--- src/rtl/secuenciador_programa_if.sv ---
// secuenciador_programa_if: sequencer bus bundling program-memory fetch, jump-block and datapath signals
interface secuenciador_programa_if #(parameter int ADDR_W = 11);
  logic              mem_req;
  logic [ADDR_W-1:0] mem_addr;
  logic [15:0]       mem_data;
  logic              mem_ready;
  logic [15:0]       ir;
  logic              pre_load;
  logic              exec_en;
  logic              dp_busy;
  logic              run;
  logic              halted;
  logic [ADDR_W-1:0] pc;
  logic [15:0]       retired;
  modport master (
    output mem_req, mem_addr, ir, exec_en, halted, pc, retired,
    input  mem_data, mem_ready, pre_load, dp_busy, run
  );
  modport slave (
    input  mem_req, mem_addr, ir, exec_en, halted, pc, retired,
    output mem_data, mem_ready, pre_load, dp_busy, run
  );
endinterface

--- src/rtl/secuenciador_programa.sv ---
// secuenciador_programa: owns PC and IR, fetches over a req/ready handshake,
// redirects on jump decisions, strobes the datapath and halts on HALT.
module secuenciador_programa #(
  parameter int                ADDR_W       = 11,
  parameter logic [ADDR_W-1:0] RESET_VECTOR = '0
) (
  input logic                     clk,
  input logic                     rst_n,
  secuenciador_programa_if.master bus
);
  typedef enum logic [2:0] {S_WAIT, S_FETCH, S_DECODE, S_EXEC, S_HALT} state_t;
  state_t            r_state;
  logic              r_armed;
  logic              r_mem_req;
  logic              r_exec_en;
  logic              r_halted;
  logic [ADDR_W-1:0] r_pc;
  logic [15:0]       r_ir;
  logic [15:0]       r_retired;
  logic              w_halt_op;
  assign w_halt_op = r_ir[15:14] == 2'b11 && !r_ir[13];
  // WAIT spans one full clock after the asynchronous release, so the first
  // fetch request appears on the second rising edge.
  always_ff @(posedge clk or negedge rst_n) begin
    if (!rst_n) begin
      r_state   <= S_WAIT;
      r_armed   <= 1'b0;
      r_mem_req <= 1'b0;
      r_exec_en <= 1'b0;
      r_halted  <= 1'b0;
      r_pc      <= RESET_VECTOR;
      r_ir      <= 16'h0000;
      r_retired <= 16'h0000;
    end else begin
      case (r_state)
        S_WAIT: begin
          r_armed <= 1'b1;
          if (r_armed) begin
            r_state   <= S_FETCH;
            r_mem_req <= 1'b1;
          end
        end
        S_FETCH: if (bus.mem_ready) begin
          r_ir      <= bus.mem_data;
          r_pc      <= r_pc + ADDR_W'(1);
          r_state   <= S_DECODE;
          r_mem_req <= 1'b0;
        end
        S_DECODE: if (w_halt_op) begin
          r_state   <= S_HALT;
          r_halted  <= 1'b1;
          r_retired <= r_retired + 16'd1;
        end else begin
          r_state   <= S_EXEC;
          r_exec_en <= !r_ir[13];
        end
        S_EXEC: begin
          r_exec_en <= 1'b0;
          if (r_ir[13] || !bus.dp_busy) begin
            if (r_ir[13] && bus.pre_load) r_pc <= r_ir[ADDR_W-1:0];
            r_retired <= r_retired + 16'd1;
            r_state   <= S_FETCH;
            r_mem_req <= 1'b1;
          end
        end
        S_HALT: if (bus.run) begin
          r_state   <= S_FETCH;
          r_halted  <= 1'b0;
          r_mem_req <= 1'b1;
        end
        default: r_state <= S_WAIT;
      endcase
    end
  end
  assign bus.mem_req  = r_mem_req;
  assign bus.mem_addr = r_pc;
  assign bus.ir       = r_ir;
  assign bus.exec_en  = r_exec_en;
  assign bus.halted   = r_halted;
  assign bus.pc       = r_pc;
  assign bus.retired  = r_retired;
endmodule

--- src/flat_wrapper.sv ---
// flat-port wrapper written by rule: the top's interface ports become plain ports
module secuenciador_programa_flat 
#(
  parameter int                ADDR_W       = 11,
  parameter logic [ADDR_W-1:0] RESET_VECTOR = '0
)
  (clk, rst_n, bus_mem_req, bus_mem_addr, bus_ir, bus_exec_en, bus_halted, bus_pc, bus_retired, bus_mem_data, bus_mem_ready, bus_pre_load, bus_dp_busy, bus_run);
  secuenciador_programa_if #(.ADDR_W(ADDR_W)) bus_i ();
  input logic clk;
  input logic rst_n;
  output wire logic [$bits(bus_i.mem_req)-1:0] bus_mem_req;
  output wire logic [$bits(bus_i.mem_addr)-1:0] bus_mem_addr;
  output wire logic [$bits(bus_i.ir)-1:0] bus_ir;
  output wire logic [$bits(bus_i.exec_en)-1:0] bus_exec_en;
  output wire logic [$bits(bus_i.halted)-1:0] bus_halted;
  output wire logic [$bits(bus_i.pc)-1:0] bus_pc;
  output wire logic [$bits(bus_i.retired)-1:0] bus_retired;
  input wire logic [$bits(bus_i.mem_data)-1:0] bus_mem_data;
  input wire logic [$bits(bus_i.mem_ready)-1:0] bus_mem_ready;
  input wire logic [$bits(bus_i.pre_load)-1:0] bus_pre_load;
  input wire logic [$bits(bus_i.dp_busy)-1:0] bus_dp_busy;
  input wire logic [$bits(bus_i.run)-1:0] bus_run;
  assign bus_mem_req = bus_i.mem_req;
  assign bus_mem_addr = bus_i.mem_addr;
  assign bus_ir = bus_i.ir;
  assign bus_exec_en = bus_i.exec_en;
  assign bus_halted = bus_i.halted;
  assign bus_pc = bus_i.pc;
  assign bus_retired = bus_i.retired;
  assign bus_i.mem_data = bus_mem_data;
  assign bus_i.mem_ready = bus_mem_ready;
  assign bus_i.pre_load = bus_pre_load;
  assign bus_i.dp_busy = bus_dp_busy;
  assign bus_i.run = bus_run;
  secuenciador_programa #(.ADDR_W(ADDR_W), .RESET_VECTOR(RESET_VECTOR)) u_core (.clk(clk), .rst_n(rst_n), .bus(bus_i));
endmodule
--- config.mk ---
export PLATFORM = sky130hd
export DESIGN_NAME = secuenciador_programa_flat
export DESIGN_NICKNAME = d
export VERILOG_FILES = /design/src/rtl/secuenciador_programa_if.sv /design/src/rtl/secuenciador_programa.sv /design/src/flat_wrapper.sv
export SDC_FILE = /design/constraint.sdc
export NUM_CORES = 1
export LEC_CHECK = 0
export ABC_AREA = 0
export BUFFER_PORTS_ARGS = -buffer_cell sky130_fd_sc_hd__buf_2
export CAP_MARGIN = 5
export CORE_ASPECT_RATIO = 1.5
export CORE_MARGIN = 4
export CORE_UTILIZATION = 30
export DETAILED_ROUTE_END_ITERATION = 8
export GPL_TIMING_DRIVEN = 0
export PLACE_DENSITY = 0.52
export REMOVE_ABC_BUFFERS = 1
export SYNTH_ARGS = -nofsm -noshare
export SYNTH_HDL_FRONTEND = slang
export SYNTH_SLANG_ARGS = --single-unit
--- constraint.sdc ---
create_clock -name clk -period 3.4 [get_ports clk]
set_input_delay 0.68 -clock clk [delete_from_list [all_inputs] [get_ports clk]]
set_output_delay 0.68 -clock clk [all_outputs]
set_load 0.005 [all_outputs]
==> Word-level counts from Yosys, hierarchy flattened <==
Cells that the tools add are included.
{ "word_totals": {"register_bits": 50, "input_bits": 22, "output_inout_bits": 57, "word_cells": 62} }
{ "classes": {"add_sub_neg": 2, "eq_ne": 12, "n_mux": 23, "n_reduce_logical": 17} }
{ "op_table": {"columns": ["cell", "n"], "rows": [
  ["$mux 11", 3],
  ["$mux 16", 2],
  ["$pmux 16 s2", 1],
  ["$pmux 11 s2", 1],
  ["$add 16x1->16 const B", 1],
  ["$mux 3", 5],
  ["$pmux 3 s5", 1],
  ["$add 11x1->11 const B", 1],
  ["$ne 2x1->1 const B", 4],
  ["$reduce_and 4->1", 2],
  ["$mux 1", 7],
  ["$eq 3x2->1 const B", 2],
  ["$ne 2x2->1 const B", 3],
  ["$reduce_and 3->1", 2],
  ["$reduce_bool 2->1", 3],
  ["$reduce_and 5->1", 1],
  ["$pmux 1 s2", 2],
  ["$pmux 1 s4", 1],
  ["$reduce_and 2->1", 2],
  ["$reduce_bool 4->1", 1],
  ["$eq 3x1->1 const B", 1],
  ["$eq 3x3->1 const B", 1],
  ["$logic_not 3->1", 1],
  ["$eq 2x2->1 const B", 1],
  ["other kinds (3)", 5]
]} }

==> Longest topological paths before layout <==
Gate-level depths: netlist of run 1.
{ "logic_depth": {"word_depth": 4, "ltp_mapped": 6, "depth_no_buf": 5} }

==> Least setup slack after synthesis of run 1 <==
OpenSTA, ideal clock, no wires.
{ "synth_timing": {"path_type": "input port to flip-flop", "from": "input bus_mem_ready", "to": "register u_core.r_ir[10] (netlist: u_core.bus.ir[10])", "arrival_time_ns": 1.616, "required_time_ns": 3.275, "path_slack_ns": 1.659, "stages": 4, "path_cell_list": "nand2b_1 > nor2_2 > buf_2 > mux2_2"} }
{ "synth_via": {"elab_chain_cells": 1} }
{ "synth_lines": {"columns": ["item", "line", "rtl"], "rows": [
  ["start: declaration", "flat_wrapper.sv:19", "input wire logic [$bits(bus_i.mem_ready)-1:0] bus_mem_ready;"],
  ["$reduce_and 2->1 (no line)", null, null],
  ["end signal: assignment", "secuenciador_programa.sv:44", "r_ir <= bus.mem_data;"],
  ["end: declaration", "secuenciador_programa.sv:18", "logic [15:0] r_ir;"]
]} }
No other way between the ends.
A chain may end at the register's enable or synchronous reset.

==> Worst setup path in the final report of run 1 <==
{ "layout_timing": {"from": "register u_core.r_state[0]", "to": "register u_core.r_ir[2] (netlist: u_core.bus.ir[2])"} }
{ "layout_via": {"elab_chain_cells": 2} }
{ "layout_lines": {"columns": ["item", "line", "rtl"], "rows": [
  ["start: declaration", "secuenciador_programa.sv:12", "state_t r_state;"],
  ["start signal: assignment", "secuenciador_programa.sv:26", "r_state <= S_WAIT;"],
  ["start signal: assignment", "secuenciador_programa.sv:39", "r_state <= S_FETCH;"],
  ["start signal: assignment", "secuenciador_programa.sv:46", "r_state <= S_DECODE;"],
  ["$eq 3x1->1", "secuenciador_programa.sv:35", "case (r_state)"],
  ["$reduce_and 2->1 (no line)", null, null]
]} }
No other way between the ends.

==> results of run 1 <==
-- worst min path at each step --
stage,end,slack (ns)
detailed placement,u_core.bus.retired[15],0.45
global route,u_core.bus.ir[1],0.39
CTS,u_core.bus.retired[15],0.47
finish,u_core.bus.ir[1],0.36
global placement,u_core.r_armed,0.45
floorplan,u_core.bus.exec_en,0.38
-- metal layers --
metal	track usage, %	share of wire (%)	vias up
met3	2.65	6.6	5
met1	15.3	41	969
met2	22.0	51	67
met5	0	0	-
li1	-	-	964
met4	3.22	0.95	0
-- cells in the final DEF, fill, tap and decap left out, types with 2 or more instances in the layout --
cell type and count:
sky130_fd_sc_hd__nand3_1 7, sky130_fd_sc_hd__ha_1 2, sky130_fd_sc_hd__nand2_1 24, sky130_fd_sc_hd__nand2b_1 4
sky130_fd_sc_hd__and3_1 2, sky130_fd_sc_hd__nor3_1 7, sky130_fd_sc_hd__buf_2 78, sky130_fd_sc_hd__nor2_1 8
sky130_fd_sc_hd__xnor2_1 4, sky130_fd_sc_hd__o22ai_1 6, sky130_fd_sc_hd__dfrtp_1 50, sky130_fd_sc_hd__xor2_1 11
sky130_fd_sc_hd__clkbuf_16 5, sky130_fd_sc_hd__nand4_1 7, sky130_fd_sc_hd__nand3b_1 3, sky130_fd_sc_hd__nor4_1 7
sky130_fd_sc_hd__inv_1 3, sky130_fd_sc_hd__o21ai_0 9, sky130_fd_sc_hd__a21oi_1 17, sky130_fd_sc_hd__a2bb2oi_1 4
sky130_fd_sc_hd__mux2_2 17, sky130_fd_sc_hd__and3b_1 2, sky130_fd_sc_hd__a22o_1 2
-- registers in the layout, summed over array words and instances, names as in the netlist --
register and flops:
u_core.r_armed 1, u_core.bus.retired 16, u_core.bus.halted 1, u_core.bus.ir 16, u_core.r_state 3, u_core.bus.exec_en 1, u_core.bus.mem_addr 11, u_core.bus.mem_req 1
-- area by class of cell --
| cell class | count | share of cell area [%] |
|---|---|---|
| well taps | 105 | 4.36 |
| inverters | 3 | 0.373 |
| flip-flops and latches | 50 | 41.5 |
| clock buffers | 6 | 4.27 |
| clock inverters | 1 | 0.249 |
| repair buffers | 80 | 13.9 |
| multi-input cells | 161 | 35.4 |
-- worst max-delay path, stage by stage (launching register included) --
cell	delay [ns]
sky130_fd_sc_hd__dfrtp_1	0.63
sky130_fd_sc_hd__nand2b_1	0.23
sky130_fd_sc_hd__nor2_2	0.73
sky130_fd_sc_hd__mux2_2	0.42
-- power by group through the flow --
| stage | clock [mW] | combinational, mW | sequential (mW) |
|---|---|---|---|
| floorplan | 0 | 0.637 | 1.11 |
| global placement | 0 | 1.09 | 1.14 |
| detailed placement | 0 | 1.11 | 1.14 |
| CTS | 0.500 | 1.11 | 1.13 |
| global route | 0.529 | 1.26 | 1.18 |
| finish | 0.486 | 1.10 | 1.13 |
-- logic make-up after synthesis --
family | share of synthesized area [%]
multiplexers | 8.18
AO/OA/AOI/OAI | 11.9
adder cells (fa/ha/maj) | 1.02
XOR/XNOR | 5.33
flip-flops | 50.8
AND/OR/NAND/NOR | 16.9
buffers and inverters | 5.89
==> impl_results.md, run 1 <==
* Number of port buffers at just under 80
* Path type of the worst setup path: register to register
* Proportion of layout cells with a drive suffix above 1 at between 30% and 40%
* Number of antenna diodes at 0
* Fill cell instance count of the final layout at 832
* Area inside the core boundary at between 8000 and 9000 um2
* Area contributors post-synth: sky130_fd_sc_hd__dfrtp_1 (51%), sky130_fd_sc_hd__mux2_2 (7.8%), sky130_fd_sc_hd__xor2_1 (3.9%)
* Final setup viols at 0
* Setup Total Neg Slack at 0 ns
* Tightest Pin Transition at between 0.8 and 0.9 ns
* Portion of the post-synthesis area used by sequential elements at 50.8%
* Syn Std Cell Area at 2460 um2
* Detailed Route WL at 6010 um
* Vias at 2005
* Worst slack at placement at 0.848 ns
* Register Area at 1250 um2
* Pin count of the biggest net entering global routing at 51
* Total of hold buffers inserted after clock tree synthesis at 0
* Type of element capturing the critical path: register
* Area of combinational cells with multiple inputs at 1070 um2
* Nets@finish at 325
* Post-layout total power at 2.71 mW
* Synth Instances at 235
* Cell accounting for the most synthesized area: sky130_fd_sc_hd__dfrtp_1
* Die width at 82.0 um
* Total count of max-transition violations in the final report at 0
* R2r worst-path depth at 3
* Post-route non-filler standard cell count at 406
* Root buffer cell: sky130_fd_sc_hd__clkbuf_16
* Relative contribution of combinational cells to total power at 40.5%
* Fraction of synthesis flops using an asynchronous set or reset pin at 100%
* Startpoint type of the worst setup path: register
* Design Area, Final at slightly above 3000 um2
* Global route overflow at 0
* Maximum vdd drop at 0.000306 V
* Max Fclk at 472 MHz
* Static leakage at 1.41 nW
* TritonCTS clock tree: done
* Total CTS buffers at 5
* Post-route DRC violation count at 0
* Worst min-delay path class: primary input to async pin
* Placed cell areas at 2850 um2
* Areal power density over the cells at 900 nW/um2
* Area delta synth->final at 22.4%
* Post-route setup slack at 1.28 ns
* Capturing instance or port of the critical path: u_core.bus.ir[2]
* ANT nets after route at 0
* Worst R2R Start: u_core.r_state[0]
* Flip-flop and latch count after synthesis at 50
* Run status: completed
* Post-synth top cells: sky130_fd_sc_hd__dfrtp_1 (50), sky130_fd_sc_hd__nand2_1 (24), sky130_fd_sc_hd__a21oi_1 (17), sky130_fd_sc_hd__mux2_2 (17)
* Post-detailed-route wirelength per cell at 14.8 um
* Design internal power at roughly 1.6 mW
* Share of the cycle needed by the critical path after routing at 62.3%
* Number of vias per cell after detailed routing at 4.94
* Capture point of the worst reg-to-reg path: u_core.bus.ir[2]
* Sw power at 1.06 mW
* Most frequent cell after synthesis: sky130_fd_sc_hd__dfrtp_1
* Number of clock sinks seen by CTS at 50
* First DRT Iteration DRCs at 39
* Number of endpoints with negative hold slack in the final report at 0
* Number of violations of the max-capacitance limit at 0
* Clk network pwr share at 17.9%
* Worst EP required at roughly 3.6 ns
* CP startpoint: u_core.r_state[0]
* Routability cong. at 0.760
* Post-route core utilization at 37.7%
* Flop-to-flop setup slack at 1.28 ns
* Post-cts sizing count at 0
* Most frequently used flop master after synthesis: sky130_fd_sc_hd__dfrtp_1
* Post-CTS Setup Repair Bufs at 0
* Max Root-Sink Buffers at 2
* IO Pins at 79
* Global-route wire length before repair at 9580 um
* Clock latency reported for the late side of the worst-skew pair at 0.28 ns
* Largest driver fanout on the critical path at 16
* Sequential Power Share at 41.6%
* Switching Fraction at 39.2%
* Total half-perimeter wirelength after legalization and detailed placement at 4350 um
* CTS HTree Levels at 2
* Arrival time worst endpoint at 2.29 ns
* Relative slew slack at 42.2%
* Starting density of the core at 30.8%
* Placement Rows at 40
* Die Span Y at 119 um
* Number of enable-type register cells in the synthesized netlist at 0
* RSZ-0062 raised after global routing: false
* Die Outline Area at 9760 um2
* Clock-pin slew reported for the worst setup and hold paths after clock tree synthesis at 0.06 ns
* Via count of the first global-routing pass at 1964
* Unique masters post-synth at 44
* Final worst hold slack at roughly 0.36 ns
* Synthesis Warnings at 0
* Number of antenna violations at the first check in global routing at 0
* Area share of the largest cell type after synthesis at 50.8%
* Worst Clk Skew at 0.00432 ns
* Clock period minus worst slack at 2.12 ns
* Global-route total usage across every layer at 12.6%
* Total instance count after detailed placement at between 300 and 400
* Mean Syn Cell Area at 10.5 um2
* Length of the first detailed-routing pass in iterations at 4
Note: power is estimated with default switching activity, not from simulation.
==> run 2, diff against run 1 <==
ABC_AREA = 1   (was 0)
PLACE_DENSITY = 0.53   (was 0.52)
clock period = 1.7 ns   (was 3.4 ns; I/O delays follow)
==> run 2 against run 1 <==
  * Design area increased by 17%
  * Sequential power increased by 90%
  * Critical path depth is 4 higher
  * Final cell count rose by 42%
  * Synthesized area increased by 15%
  * Clock power increased by 140%
  * Combinational power increased by 140%
  * Highest routed layer unchanged
==> impl_results.md, run 2 <==
* Complex-gate fraction of the synthesized area at 5.06% (-6.9 points)
* Max Root-Sink Buffers at 2 (unchanged)
* Most frequently used flop master after synthesis: sky130_fd_sc_hd__dfrtp_1
* WHS Path Cells at 2
* Number of antenna violations at the first check in global routing at 0 (unchanged)
* Worst min-delay path class: primary input to register
* Global-route total usage across every layer at 13.9% (+1.3 points)
* Synthesis Warnings at 0 (unchanged)
* Max Fclk at 658 MHz (+39%)
* Area delta synth->final at 23.7%
* Mean Syn Cell Area at 7.27 um2 (-31%)
* Maximum vdd drop at 0.000779 V (+160%)
* Die Span Y at 127 um (+6.9%)
* Design internal power at 3.49 mW (+110%)
* CP startpoint: u_core.bus.retired[2]
* Area inside the core boundary at 9250 um2 (+16%)
* Post-route non-filler standard cell count at 578 (+42%)
* Clock period minus worst slack at 1.52 ns (-0.597 ns)
* Number of clock sinks seen by CTS at 50 (unchanged)
* Unique masters post-synth at 28 (-36%)
* Total CTS buffers at 5 (unchanged)
* Portion of the post-synthesis area used by sequential elements at 44.0% (-6.8 points)
* Final worst hold slack at 0.256 ns (-0.104 ns)
* Flop-to-flop setup slack at 0.18 ns (-1.10 ns)
* Tightest Pin Transition at 0.372 ns (-0.494 ns)
* Startpoint type of the worst setup path: register
* Arrival time worst endpoint at 1.70 ns (-0.59 ns)
* Number of endpoints with negative hold slack in the final report at 0 (unchanged)
* Synth Area in Adders at 0.880% (-0.14 points)
* Largest driver fanout on the critical path at 6 (-10)
* Starting density of the core at 30.7% (-0.033 points)
* Number of antenna diodes at 0 (unchanged)
* Pin count of the biggest net entering global routing at 51 (unchanged)
* ANT nets after route at 0 (unchanged)
* Proportion of layout cells with a drive suffix above 1 at 23.8% (-12 points)
* Type of element capturing the critical path: register
* Routability cong. at 0.767 (+0.83%)
* Share of the cycle needed by the critical path after routing at 89.4% (+27 points)
* Area share of the largest cell type after synthesis at 44.0% (-6.8 points)
* Via count of the first global-routing pass at 2546 (+30%)
* Die Outline Area at 11100 um2 (+14%)
* Multiplexer share of the synthesized area at 0% (-8.2 points)
* Commonest non-fill, non-tap cell in the layout: sky130_fd_sc_hd__nand2_1
* Worst slack at placement at -0.212 ns (-1.06 ns)
* Detailed Route WL at 7260 um (+21%)
* Post-synth top cells: sky130_fd_sc_hd__nand2_1 (162), sky130_fd_sc_hd__dfrtp_1 (50), sky130_fd_sc_hd__nor2_1 (37), sky130_fd_sc_hd__nand3_1 (35), sky130_fd_sc_hd__inv_1 (28)
* Number of violations of the max-capacitance limit at 0 (unchanged)
* Global route overflow at 0 (unchanged)
* Placement Rows at 43 (+7.5%)
* Sw power at 2.50 mW (+140%)
* Vias at 2670 (+33%)
* Sequential Power Share at 35.8% (-5.8 points)
* Setup Total Neg Slack at 0 ns (unchanged)
* Main combinational cell family by area after synthesis: simple AND/OR/NAND/NOR gates
* Path type of the worst setup path: register to register
* Post-route DRC violation count at 0 (unchanged)
* Flip-flop and latch count after synthesis at 50 (unchanged)
* Clk network pwr share at 19.4% (+1.5 points)
* Root buffer cell: sky130_fd_sc_hd__clkbuf_16
* Post-route core utilization at 38.0% (+0.35 points)
* Run status: completed
* Capturing instance or port of the critical path: u_core.bus.retired[9]
* Relative slew slack at 75.1% (+33 points)
* Final setup viols at 0 (unchanged)
* Static leakage at 1.88 nW (+33%)
* Clock latency reported for the late side of the worst-skew pair at 0.29 ns (about the same)
* Die width at 87.5 um (+6.7%)
* IO Pins at 79 (unchanged)
* Total count of max-transition violations in the final report at 0 (unchanged)
* CTS HTree Levels at 2 (unchanged)
* Post-detailed-route wirelength per cell at 12.6 um (-15%)
* Syn Std Cell Area at 2840 um2 (+15%)
* Synthesized-area fraction occupied by and/or/nand/nor cells at 38.5% (+22 points)
* Number of enable-type register cells in the synthesized netlist at 0 (unchanged)
* Areal power density over the cells at 1700 nW/um2 (+89%)
* Number of vias per cell after detailed routing at 4.62 (-6.5%)
* Most frequent cells in the layout: sky130_fd_sc_hd__nand2_1 (162), sky130_fd_sc_hd__buf_2 (78), sky130_fd_sc_hd__dfrtp_1 (50)
* Global-route wire length before repair at 12200 um (+27%)
* Worst R2R Start: u_core.bus.retired[2]
* Switching Fraction at 41.8% (+2.5 points)
* Capture point of the worst reg-to-reg path: u_core.bus.retired[9]
* Total instance count after detailed placement at 561 (+41%)
* Clock-pin slew reported for the worst setup and hold paths after clock tree synthesis at 0.07 ns (about the same)
* TritonCTS clock tree: done
* Area contributors post-synth: sky130_fd_sc_hd__dfrtp_1 (44%), sky130_fd_sc_hd__nand2_1 (21%), sky130_fd_sc_hd__nand3_1 (6.2%)
* Length of the first detailed-routing pass in iterations at 4 (unchanged)
* Relative contribution of combinational cells to total power at 44.8% (+4.3 points)
* Xor-xnor portion of the synthesized cell area at 2.16% (-3.2 points)
* Synth Instances at 391 (+66%)
* Nets@finish at 489 (+50%)
* First DRT Iteration DRCs at 139 (+260%)
* Post-route setup slack at 0.181 ns (-1.10 ns)
* Most frequent cell after synthesis: sky130_fd_sc_hd__nand2_1
* Fraction of synthesis flops using an asynchronous set or reset pin at 100% (unchanged)
* Total half-perimeter wirelength after legalization and detailed placement at 5230 um (+20%)
* Worst EP required at 1.88 ns (-1.69 ns)
* RSZ-0062 raised after global routing: false
* Number of port buffers at 78 (unchanged)
* R2r worst-path depth at 7 (+4)
* Cell accounting for the most synthesized area: sky130_fd_sc_hd__dfrtp_1
* Worst Clk Skew at 0.00764 ns (+0.00332 ns)
run 2: cell count changes after synthesis, moves of 4 or more:
| cell | previous run | this run |
|---|---|---|
| sky130_fd_sc_hd__mux2_2 | 17 | 0 |
| sky130_fd_sc_hd__nor4_1 | 7 | 0 |
| sky130_fd_sc_hd__a2bb2oi_1 | 4 | 0 |
| sky130_fd_sc_hd__nand3_1 | 7 | 35 |
| sky130_fd_sc_hd__o22ai_1 | 6 | 0 |
| sky130_fd_sc_hd__nand2_1 | 24 | 162 |
| sky130_fd_sc_hd__o21ai_0 | 9 | 16 |
| sky130_fd_sc_hd__nor2_1 | 8 | 37 |
| sky130_fd_sc_hd__nor3_1 | 7 | 0 |
| sky130_fd_sc_hd__a21oi_1 | 17 | 4 |
| sky130_fd_sc_hd__nand2_2 | 0 | 5 |
| sky130_fd_sc_hd__xor2_1 | 11 | 4 |
| sky130_fd_sc_hd__inv_1 | 3 | 28 |
| sky130_fd_sc_hd__nand2b_1 | 4 | 0 |
run 2: layer usage:
metal  track usage (%)  vias to the layer above  part of all wire, %
met5                 0                        -                    0
met4              4.16                        0                  1.3
met3              3.03                        5                  5.8
met2              25.9                       66                   53
met1              15.3                     1235                   39
li1                  -                     1364                    -
run 2: power groups by stage:
| stage | Sequential (mW) | Combinational, mW | Clock, mW |
|---|---|---|---|
| floorplan | 2.15 | 1.47 | 0 |
| global placement | 2.17 | 2.44 | 0 |
| detailed placement | 2.17 | 2.48 | 0 |
| CTS | 2.15 | 2.63 | 1.20 |
| global route | 2.23 | 3.09 | 1.26 |
| finish | 2.15 | 2.69 | 1.16 |
run 2: worst min-delay path by stage:
stage,start,slack [ns],end
6_report,bus_run,0.26,u_core.bus.halted
4_1_cts,bus_run,0.25,u_core.bus.halted
3_3_place_gp,u_core.r_armed,0.43,u_core.r_armed
3_5_place_dp,u_core.r_armed,0.44,u_core.r_armed
5_1_grt,bus_run,0.26,u_core.bus.halted
2_1_floorplan,rst_n,0.04,u_core.bus.exec_en
run 2: cell families after synthesis:
logic type | count (synthesis)
flops | 50
fa+ha+maj | 2
xor+xnor | 7
compound gates | 26
buf+inv | 51
simple gates | 255
run 2: worst max-delay path, cell delays in order, from the launching register on:
cell and delay [ns]:
sky130_fd_sc_hd__dfrtp_1 0.44, sky130_fd_sc_hd__nand2_1 0.10, sky130_fd_sc_hd__nor2_1 0.28, sky130_fd_sc_hd__nand2_1 0.18, sky130_fd_sc_hd__nor2_1 0.16, sky130_fd_sc_hd__inv_1 0.05
sky130_fd_sc_hd__o21ai_0 0.14, sky130_fd_sc_hd__nand2_1 0.06
run 2: metrics by stage:
| stage | cell area, um2 | total power [mW] |
|---|---|---|
| finish | 3520 | 5.99 |
| global route | 3520 | 6.58 |
| CTS | 3440 | 5.99 |
| detailed placement | 3220 | 4.65 |
| global placement | 3220 | 4.61 |
| floorplan | 2690 | 3.62 |
run 2: cell type report:
cell class | count | area [um2]
Clock buffer | 5 | 125
Clock inverter | 3 | 45.0
Fill cell | 994 | 5740
Inverter | 31 | 119
Multi-Input combinational cell | 290 | 1340
Sequential cell | 50 | 1250
Tap cell | 112 | 140
Timing Repair Buffer | 87 | 498
run 2: what timing repair did:
item                                   CTS  global route
setup buffers                            4             3
gates resized for setup                  1             2
setup endpoints to repair               28             6
hold buffers                             0             1
endpoints found under the hold margin    0            12
pin swaps                                2             1
